File: config.mk
export PLATFORM = sky130hd
export DESIGN_NAME = bus_arbiter_mux
export DESIGN_NICKNAME = d
export VERILOG_FILES = /design/src/rtl/bus_arbiter_mux.sv
export SDC_FILE = /design/constraint.sdc
export NUM_CORES = 1
export LEC_CHECK = 0
export ABC_AREA = 1
export CORE_ASPECT_RATIO = 0.75
export CORE_UTILIZATION = 38
export CTS_CLUSTER_SIZE = 12
export DETAILED_ROUTE_END_ITERATION = 8
export PLACE_DENSITY = 0.84
export SLEW_MARGIN = 20
export SYNTH_ARGS = -nofsm -noshare
export SYNTH_HDL_FRONTEND = slang
export SYNTH_SLANG_ARGS = --single-unit
File: constraint.sdc
create_clock -name clk -period 2.46 [get_ports clk]
set_input_delay 0.246 -clock clk [delete_from_list [all_inputs] [get_ports clk]]
set_output_delay 0.246 -clock clk [all_outputs]
set_load 0.05 [all_outputs]
File: src/rtl/bus_arbiter_mux.sv
// Registered N-to-1 bus multiplexer with direct select or round-robin arbitration.
// A loaded word is held on Bus until the consumer takes it with bus_ready.
module bus_arbiter_mux #(
  parameter int WIDTH = 16,
  parameter int NSRC  = 8,
  parameter int SELW  = 3
) (
  input  logic                  clk,
  input  logic                  rst_n,
  input  logic [NSRC*WIDTH-1:0] src_data,
  input  logic [NSRC-1:0]       req,
  input  logic                  mode,
  input  logic [SELW-1:0]       Src,
  input  logic                  sel_en,
  input  logic                  bus_ready,
  output logic [WIDTH-1:0]      Bus,
  output logic                  bus_valid,
  output logic [NSRC-1:0]       grant,
  output logic [SELW-1:0]       grant_idx,
  output logic                  sel_err
);

  typedef enum logic {IDLE, HOLD} state_t;

  localparam logic [NSRC-1:0] GRANT_ONE = {{(NSRC-1){1'b0}}, 1'b1};
  localparam logic [SELW-1:0] LAST_RST  = SELW'(NSRC - 1);

  state_t            state_q;
  logic [WIDTH-1:0]  bus_q;
  logic [NSRC-1:0]   grant_q;
  logic [SELW-1:0]   grant_idx_q;
  logic              sel_err_q;
  logic [SELW-1:0]   last_q;

  logic              eval;
  logic              src_ok;
  logic              load_d;
  logic              sel_err_d;
  logic [SELW-1:0]   idx_d;
  logic [WIDTH-1:0]  bus_d;
  logic [31:0]       src_ext;

  logic              hi_found, lo_found;
  logic [SELW-1:0]   hi_idx, lo_idx;

  // Round-robin: lowest requester above last wins, else lowest requester overall.
  always_comb begin
    hi_found = 1'b0;
    hi_idx   = '0;
    lo_found = 1'b0;
    lo_idx   = '0;
    for (int i = NSRC - 1; i >= 0; i--) begin
      if (req[i]) begin
        lo_found = 1'b1;
        lo_idx   = SELW'(i);
        if (i > int'(last_q)) begin
          hi_found = 1'b1;
          hi_idx   = SELW'(i);
        end
      end
    end
  end

  assign src_ext   = 32'(Src);
  assign src_ok    = src_ext < NSRC;
  assign eval      = (state_q == IDLE) || bus_ready;
  assign idx_d     = mode ? (hi_found ? hi_idx : lo_idx) : Src;
  assign load_d    = eval && (mode ? lo_found : (sel_en && src_ok));
  assign sel_err_d = eval && !mode && sel_en && !src_ok;
  assign bus_d     = src_data[idx_d*WIDTH +: WIDTH];

  always_ff @(posedge clk or negedge rst_n) begin
    if (!rst_n) begin
      state_q     <= IDLE;
      bus_q       <= '0;
      grant_q     <= '0;
      grant_idx_q <= '0;
      sel_err_q   <= 1'b0;
      last_q      <= LAST_RST;
    end else begin
      grant_q   <= '0;
      sel_err_q <= sel_err_d;
      case (state_q)
        IDLE: if (load_d) state_q <= HOLD;
        HOLD: if (bus_ready && !load_d) state_q <= IDLE;
        default: state_q <= IDLE;
      endcase
      if (load_d) begin
        bus_q       <= bus_d;
        grant_idx_q <= idx_d;
        grant_q     <= GRANT_ONE << idx_d;
        if (mode) last_q <= idx_d;
      end
    end
  end

  assign Bus       = bus_q;
  assign bus_valid = (state_q == HOLD);
  assign grant     = grant_q;
  assign grant_idx = grant_idx_q;
  assign sel_err   = sel_err_q;

endmodule

==> results.txt, run 1 <==
* FF+latch count, synth: 31
* Unrepaired setup endpoints after global routing: false
- Final number of hold-violating endpoints: 0
- Count of inserted antenna diode cells: 0
- Initial detailed-routing violation count: 210
* Worst setup slack after layout: 0.251 ns
* Worst setup path startpoint: last_q[0]
- The largest total area in the synthesized netlist belongs to sky130_fd_sc_hd__nand2_1.
- Endpoint type of the worst setup path: register
- Arrival time at the worst endpoint: 2.43 ns
- The tool flagged a number of max-cap violations equal to 0.
- In the layout the commonest cells are 308 x sky130_fd_sc_hd__nand2_1, 171 x sky130_fd_sc_hd__clkdlybuf4s50_1, 88 x sky130_fd_sc_hd__nand3_1.
* Maximum fanout along the worst path: 25
* First-pass GRT wire length: 15.6 mm
- Post-route ant nets: 0
* Share of post-route cells with drive strength above 1: around 5.6%
- For the worst-skew pair, the clock arrives at the later sink with an insertion delay of 0.29 ns.
* Power density over the cells: about 610 nW/um^2
* Average vias per placed instance: 4.81
* Initial Utilization: between 30% and 40%
* Classification of the worst-slack hold path: primary input to asynchronous set/reset pin
- In the final routing, the length of wire on met1 measures 4.14 mm.
* Maximum number of buffers from clock root to sink: 2
- Area share of the largest cell type after synthesis: 40.3%
- Fill cells in the final layout number 717.
- For the pin with the worst max-slew slack, the measured transition is 0.623 ns.
* Chip Height: 77.4 um
- Detail Route met3 WL: 776 um
- Yosys warning count: 0
- STA puts the critical path data required time at roughly 2.7 ns.
- The total area inside the core boundary comes to 7330 um^2.
- Cell area after technology mapping: 2880 um^2
- Highest attainable clock frequency: 453 MHz
- The worst setup path is launched from a register.
* Num CTS Buffers: 5
- Setup violators final: 0
- The clock drives 31 sinks.
- Clock-pin slew was measured on the worst setup and hold paths at around 0.070 ns.
* Final Instance Count excl. Fillers: 781
- The routed design has around 10 mm of wire.
* Main area contributors after synthesis: sky130_fd_sc_hd__nand2_1 40%, sky130_fd_sc_hd__dfrtp_1 24%, sky130_fd_sc_hd__nand3_1 15%
- Sequential elements use 27.1% of the synthesized area.
- Min Clock Period, post-route: 2.21 ns
* Hold_ws: 0.366 ns
- In the final design database the tool counted 823 nets.
- Endpoint of the worst register-to-register path: Bus[3]
- Overflow left after global routing: 0
- Summed over all nets, wire length on met2 after detailed routing comes to 4.88 mm.
* Number of distinct library cell variants in the gate-level netlist after synthesis: 24
* Relative area change from synthesis to final layout: 65.4%
- After detailed routing, the average wire length per cell comes to 12.7 um.
* Total GRT Usage: 25.0%
- On the worst path, the slowest cell contributes a delay of 0.59 ns.
* CTS tree: done
- IR analysis of the VDD net gives a maximum drop of 0.000268 V.
- Leak pwr: 0.00244 uW
- Remaining DRCs: 0
- Net Count, Synth: roughly 670
- The final route contains roughly 3,800 vias.
- Most common cell type on the critical path: sky130_fd_sc_hd__nand2_1
- From left edge to right edge, the die measures 103 um.
* Worst setup skew after layout: 0.00271 ns
- The number of buffers and inverters on the critical path is 1.
- R2R Setup Slk: 0.25 ns
- In this run the number of H-tree levels came out at 2.
* Dominant delay contributor by cell family on the critical path: simple AND/OR/NAND/NOR gates
* Crit-path slowest cell: sky130_fd_sc_hd__dfstp_2
* Pin count of the biggest net entering global routing: 65
- The startpoint identified for the worst register-to-register timing path is last_q[0].
- Result of the run: finished, final reports clean
- Each instance of the synthesized netlist takes up on average between 5 and 6 um^2.
* Minimum setup slack after placement: -0.152 ns
- The worst setup path is of the register to register kind.
- Counting cells, the worst reg-to-reg path comes to 15.
* Number of logic stages on the critical path including buffering: 15
- The number of setup buffers added after CTS is 0.
* Crit-path cells: nand3_1 > nand2_1 > nand2_1 > nor2_2 > a21oi_1 > nand2_1 > nand3_2 > nand2_2 > buf_4 > nand2_1 > nand2_1 > nand2_1 > nand2_1 > nand2_1 > nand3_1
- Summed over all nets, the half-perimeter wirelength after detailed placement is 7.86 mm.
* Leading cell type in the layout, fill and taps excluded: sky130_fd_sc_hd__nand2_1
- Initial antenna violation count: 0
- Endpoint of the most critical setup path: Bus[3]
- Dividing the final minimum period by the clock period gives 89.8%.
* Number of placed cells counting well taps: around 770
* Number of cells produced by synthesis: 521
- For the final routed database, the setup TNS stands at 0 ns.
- The pre-antenna-repair detailed-routing pass consisted of 4 iterations.
- Row generation in the floorplan step produced 27 rows.
* Count of input and output buffers: 171
- Top routing layer in use: met4
- Final GP Congestion: 0.834
- I/O pin total: 173
- The worst pin sits at a relative slew slack of 58.4%.
- The final max-slew violation count is 0.
* Via count of the first global-routing pass: approximately 3,400
- Full die area: 7940 um^2
- CTS placed an instance of sky130_fd_sc_hd__clkbuf_8 at the clock tree root.
==> how the worst min path moves through the flow <==
stage,to,depth (start not counted),slack [ns]
floorplan,Bus[0],0,-0.05
global placement,grant_idx[1],2,0.47
detailed placement,Bus[3],2,0.48
CTS,grant[2],2,0.37
global route,Bus[14],2,0.40
finish,Bus[10],2,0.37
==> repair_timing <==
item                       CTS  global route
hold endpoints to repair     0             0
resized for setup            0             1
setup endpoints to repair    0            21
hold buffers                 0             0
==> logic make-up (layout without fill, tap and decap cells) <==
kind of cell,count (synthesis),after routing,share of synthesized area [%]
AOI/OAI and AO/OA,13,13,3.21
buffers and inverters,54,213,9.90
DFF,31,31,27.1
other,1,1,0.130
and+or+nand+nor,422,422,59.7
==> per-stage QoR <==
stage / total power [uW] / utilization, % / area (um^2)
2_1_floorplan: 1850 / - / 2880
3_3_place_gp: 2510 / 63.8 / 4680
3_5_place_dp: 2530 / 63.8 / 4680
4_1_cts: 2920 / 65.0 / 4760
5_1_grt: 3110 / 65.0 / 4760
6_report: 2900 / 65.0 / 4760
==> registers in the layout, indices dropped and copies added (netlist names) <==
signal     flops
grant          8
grant_idx      3
Bus           16
last_q         3
bus_valid      1
==> layout make-up <==
| type | count | area (um^2) | area share (%) |
|---|---|---|---|
| tap | 101 | 126 | 2.65 |
| clock buffer | 5 | 68.8 | 1.44 |
| inverter | 20 | 75.1 | 1.58 |
| clock inverter | 3 | 15.0 | 0.315 |
| multi-input combinational | 436 | 1820 | 38.2 |
| sequential | 31 | 779 | 16.4 |
| timing repair buffer | 185 | 1880 | 39.4 |
==> worst register-to-register path: cells and delay by family, from the launching register on <==
family	cells	cell delay (ns)
compound gates	1	0.08
buf+inv	1	0.27
flops	1	0.59
simple gates	13	1.22
==> cells in the mapped netlist, drive strengths merged <==
library cell    n
o211a           1
nand2         311
dfrtp          28
clkbuf         11
a21oi           4
conb            1
o22ai           1
nor3            1
o21ai           7
inv            20
nand3          89
buf            23
and2            1
or2             1
nor2           19
dfstp           3
==> routing by layer <==
| layer | vias to the layer above | global-route usage [%] |
|---|---|---|
| met2 | 140 | 42.5 |
| met4 | 0 | 5.86 |
| met5 | - | 0 |
| li1 | 1935 | - |
| met3 | 14 | 5.68 |
| met1 | 1671 | 31.8 |
==> power breakdown <==
part	total [uW]	switching [uW]	internal (uW)
Combinational	1800	1100	703
Sequential	711	75.1	636
Clock	384	191	193
Total	2900	1370	1530
No activity file was read; power rests on OpenSTA's default activity.
==> run 2, diff against run 1 <==
CORE_ASPECT_RATIO = default   (was 0.75)
==> run 2 against run 1 <==
Against the previous run: final cell count is the same; non-clock buffer count grew 2; clock power grew 14%; worst setup slack lost 0.0042 ns; via count grew 0.16%; critical path depth is the same; first-iteration DRC count shrank 10%; largest power group unchanged; sequential share of layout area is essentially flat; sequential power is essentially flat; highest routed layer unchanged.
==> results.txt, run 2 (same netlist as run 1, synthesis figures left out) <==
- Clock H-tree levels: 2 (unchanged)
* Slowest stage delay, CP: 0.58 ns (about the same)
* Endpoint of the worst register-to-register path: Bus[3]
* CTS clk-pin slew, worst paths: 0.07 ns (about the same)
- The total overflow reported by the global router was 0 (unchanged).
- Vias after detailed routing: 3,766 (+0.16%)
- The post-CTS setup-driven buffer insertion count is 0 (unchanged).
- DRT Wirelength: 9.81 mm (-1.2%)
- The number of flip-flops in the largest register came to 16 (unchanged).
- Maximum number of buffers from clock root to sink: 2 (unchanged)
- Average routed wire per standard cell: 12.6 um (-1.2%)
- The total instance count after detailed placement is 773 (unchanged).
- Number of violations of the max-capacitance limit: 0 (unchanged)
- Remaining DRCs: 0 (unchanged)
- The signal on the critical path passes through nand3_1 > nand2_1 > nand2_1 > nor2_2 > a21oi_1 > nand2_1 > nand3_2 > nand2_2 > buf_4 > nand2_1 > nand2_1 > nand2_1 > nand2_1 > nand2_1 > nand3_1.
- In this run the critical register-to-register path is launched from last_q[0].
* Initial antenna violation count: 0 (unchanged)
* Number of pins with negative max-slew slack in the final report: 0 (unchanged)
- The area enclosed by the die boundary is 7930 um^2 (about the same).
* Critical path class: register to register
* Count of inserted antenna diode cells: 0 (unchanged)
- # nets final: 825 (+0.24%)
- Hold_ws: 0.359 ns (-0.00725 ns)
- The least setup slack across all paths after layout was 0.247 ns (-0.00424 ns).
* Logic pwr share: 60.9% (-1.3 points)
- Share of post-route cells with drive strength above 1: 5.87% (+0.28 points)
- The count of placed standard cells in the final layout, fillers left out came to 781 (unchanged).
- The setup total negative slack came to 0 ns (unchanged).
- Leading cell type in the layout, fill and taps excluded: sky130_fd_sc_hd__nand2_1
* Clock power frac: 14.9% (+1.6 points)
* Crit-path slowest cell: sky130_fd_sc_hd__dfstp_2
* Num CTS Buffers: 5 (unchanged)
- First-pass GRT wire length: 14.5 mm (-6.5%)
* Placed cell area: 4640 um^2 (-0.80%)
- Highest attainable clock frequency: 452 MHz (-0.19%)
- The path class of the tightest hold or removal check is primary input to asynchronous set/reset pin.
- Area of the placeable core: 7290 um^2 (-0.53%)
* Part of the total power dissipated in sequential elements: 24.2% (-0.3 points)
* Relative max-transition margin: 55.1% (-3.3 points)
* Net switching power: 1360 uW (-0.60%)
- Internal power summed over all cells: 1580 uW (+3.1%)
- Unrepaired setup endpoints after global routing: false
* Final design area excluding fillers: 4750 um^2 (-0.21%)
* Detailed Place HPWL: 7.79 mm (-0.94%)
- Worst vdd rail ir drop: 0.000283 V (+5.6%)
- The average vias per placed instance came to 4.82 (+0.16%).
- # clock sinks: 31 (unchanged)
- The initial standard-cell utilization of the core came to 39.5% (+0.21 points).
- The post-placement setup slack was -0.237 ns (-0.0851 ns).
- Leak pwr: 0.00244 uW (-0.12%)
* Pin count of the biggest net entering global routing: 39 (-40%)
* Final number of hold-violating endpoints: 0 (unchanged)
- Commonest non-fill, non-tap cells in the layout: 308 x sky130_fd_sc_hd__nand2_1, 171 x sky130_fd_sc_hd__clkdlybuf4s50_1, 88 x sky130_fd_sc_hd__nand3_1
- The number of buffers inserted for hold repair after clock tree synthesis was 0 (unchanged).
* Initial detailed-routing violation count: 189 (-10%)
* Min Clock Period, post-route: 2.21 ns (+0.00424 ns)
- Maximum fanout along the worst path: 29 (+16%)
- The number of global-route vias before repair is 3,247 (-4.7%).
* Count of input and output buffers: 171 (unchanged)
- Arrival time at the worst endpoint: 2.43 ns (about the same)
* Worst setup skew after layout: 0.00460 ns (+0.00189 ns)
* Die X-Extent: 89.1 um (-13%)
- Final GP Congestion: 0.917 (+10%)
- CP Launch Type: register
- The insertion delay to the later sink of the worst-skew pair is 0.28 ns (about the same).
- Power density over the cells: 618 nW/um^2 (+1.6%)
* Fraction of the cycle the final worst path needs: 90.0% (+0.17 points)
- Relative area change from synthesis to final layout: 65.1%
* R2R Setup Slk: 0.25 ns (about the same)
- The final antenna-violating net count was 0 (unchanged).
- Counting stages on the worst path, the most repeated cell is sky130_fd_sc_hd__nand2_1.
- DR pass1 iterations: 4 (unchanged)
* Clk Tree Root Cell: sky130_fd_sc_hd__clkbuf_8
* Data required time at the worst endpoint: 2.68 ns (about the same)
- The run finished with clean final reports.
* Chip Height: 89.1 um (+15%)
- The worst setup path is captured at a register.
* Number of cell instances on the worst register-to-register path: 15 (unchanged)
- The overall fraction of global-route tracks in use was 23.6% (-1.4 points).
* CTS tree: done
- Setup violators final: 0 (unchanged)
- Fillers: 696 (-2.9%)
- The row count was 31 (+15%).
- The slew at the pin closest to its max-slew limit was 0.673 ns (+0.0492 ns).
* Switching share of power: 46.2% (-0.91 points)
- The top-level port count came to 173 (unchanged).
## run 2: cell count changes in the layout (fill, tap and decap cells not counted)
cell                         previous run  this run
sky130_fd_sc_hd__buf_4                  9        14
sky130_fd_sc_hd__buf_12                 5         1
sky130_fd_sc_hd__clkinv_2               3         0
sky130_fd_sc_hd__clkbuf_8               5         7
sky130_fd_sc_hd__buf_8                  0         1
sky130_fd_sc_hd__clkinvlp_4             0         1
## run 2: repair_timing
item,CTS,global route
endpoints found under the setup margin,4,12
gates resized for setup,1,2
pin swaps,0,0
## run 2: area by class of cell
cell class | instances | area, um^2 | area share, %
Sequential cell | 31 | 779 | 16.4
Clock buffer | 7 | 96.3 | 2.03
Multi-Input combinational cell | 436 | 1820 | 38.3
Timing Repair Buffer | 187 | 1850 | 38.9
Tap cell | 99 | 124 | 2.61
Inverter | 20 | 75.1 | 1.58
Clock inverter | 1 | 7.51 | 0.158
## run 2: layer usage
metal,up-vias,track usage [%],share of wire (%)
met5,-,0,0
met4,0,7.50,1.9
met3,17,3.23,5.6
met2,128,42.9,51
met1,1684,28.8,41
li1,1937,-,-
## run 2: metrics by stage
| step | util, % | power, uW |
|---|---|---|
| final | 65.2 | 2940 |
| after global routing | 65.2 | 3140 |
| after CTS | 65.1 | 2950 |
| after detailed placement | 63.6 | 2500 |
| after global placement | 63.6 | 2480 |
| after floorplan | - | 1850 |
## run 2: how the worst max path moves through the flow
stage | from | end | slack [ns] | cells after the start
floorplan | last_q[2] | Bus[8] | 0.57 | 17
global placement | req[3] | grant[7] | -0.11 | 11
detailed placement | req[7] | grant[4] | -0.24 | 10
CTS | last_q[0] | Bus[12] | 0.13 | 15
global route | last_q[2] | Bus[14] | 0.02 | 15
finish | last_q[0] | Bus[3] | 0.25 | 15
## run 2: power by group through the flow
stage          clock network [uW]  logic [uW]  registers [uW]
2_1_floorplan                   0         760            1090
3_3_place_gp                    0        1770             714
3_5_place_dp                    0        1790             716
4_1_cts                       448        1800             710
5_1_grt                       475        1940             725
6_report                      438        1790             711
## run 2: critical path, delay by kind of cell, from the launching register on
family / cells / cell delay (ns)
and+or+nand+nor: 13 / 1.16
buffers and inverters: 1 / 0.29
AOI/OAI and AO/OA: 1 / 0.08
DFF: 1 / 0.58
==> run 3, diff against run 2 <==
CTS_BUF_LIST = sky130_fd_sc_hd__clkbuf_8 sky130_fd_sc_hd__clkbuf_16   (was default)
==> results of run 3 <==
No change in the layout: final DEF, timing and power equal those of run 2.
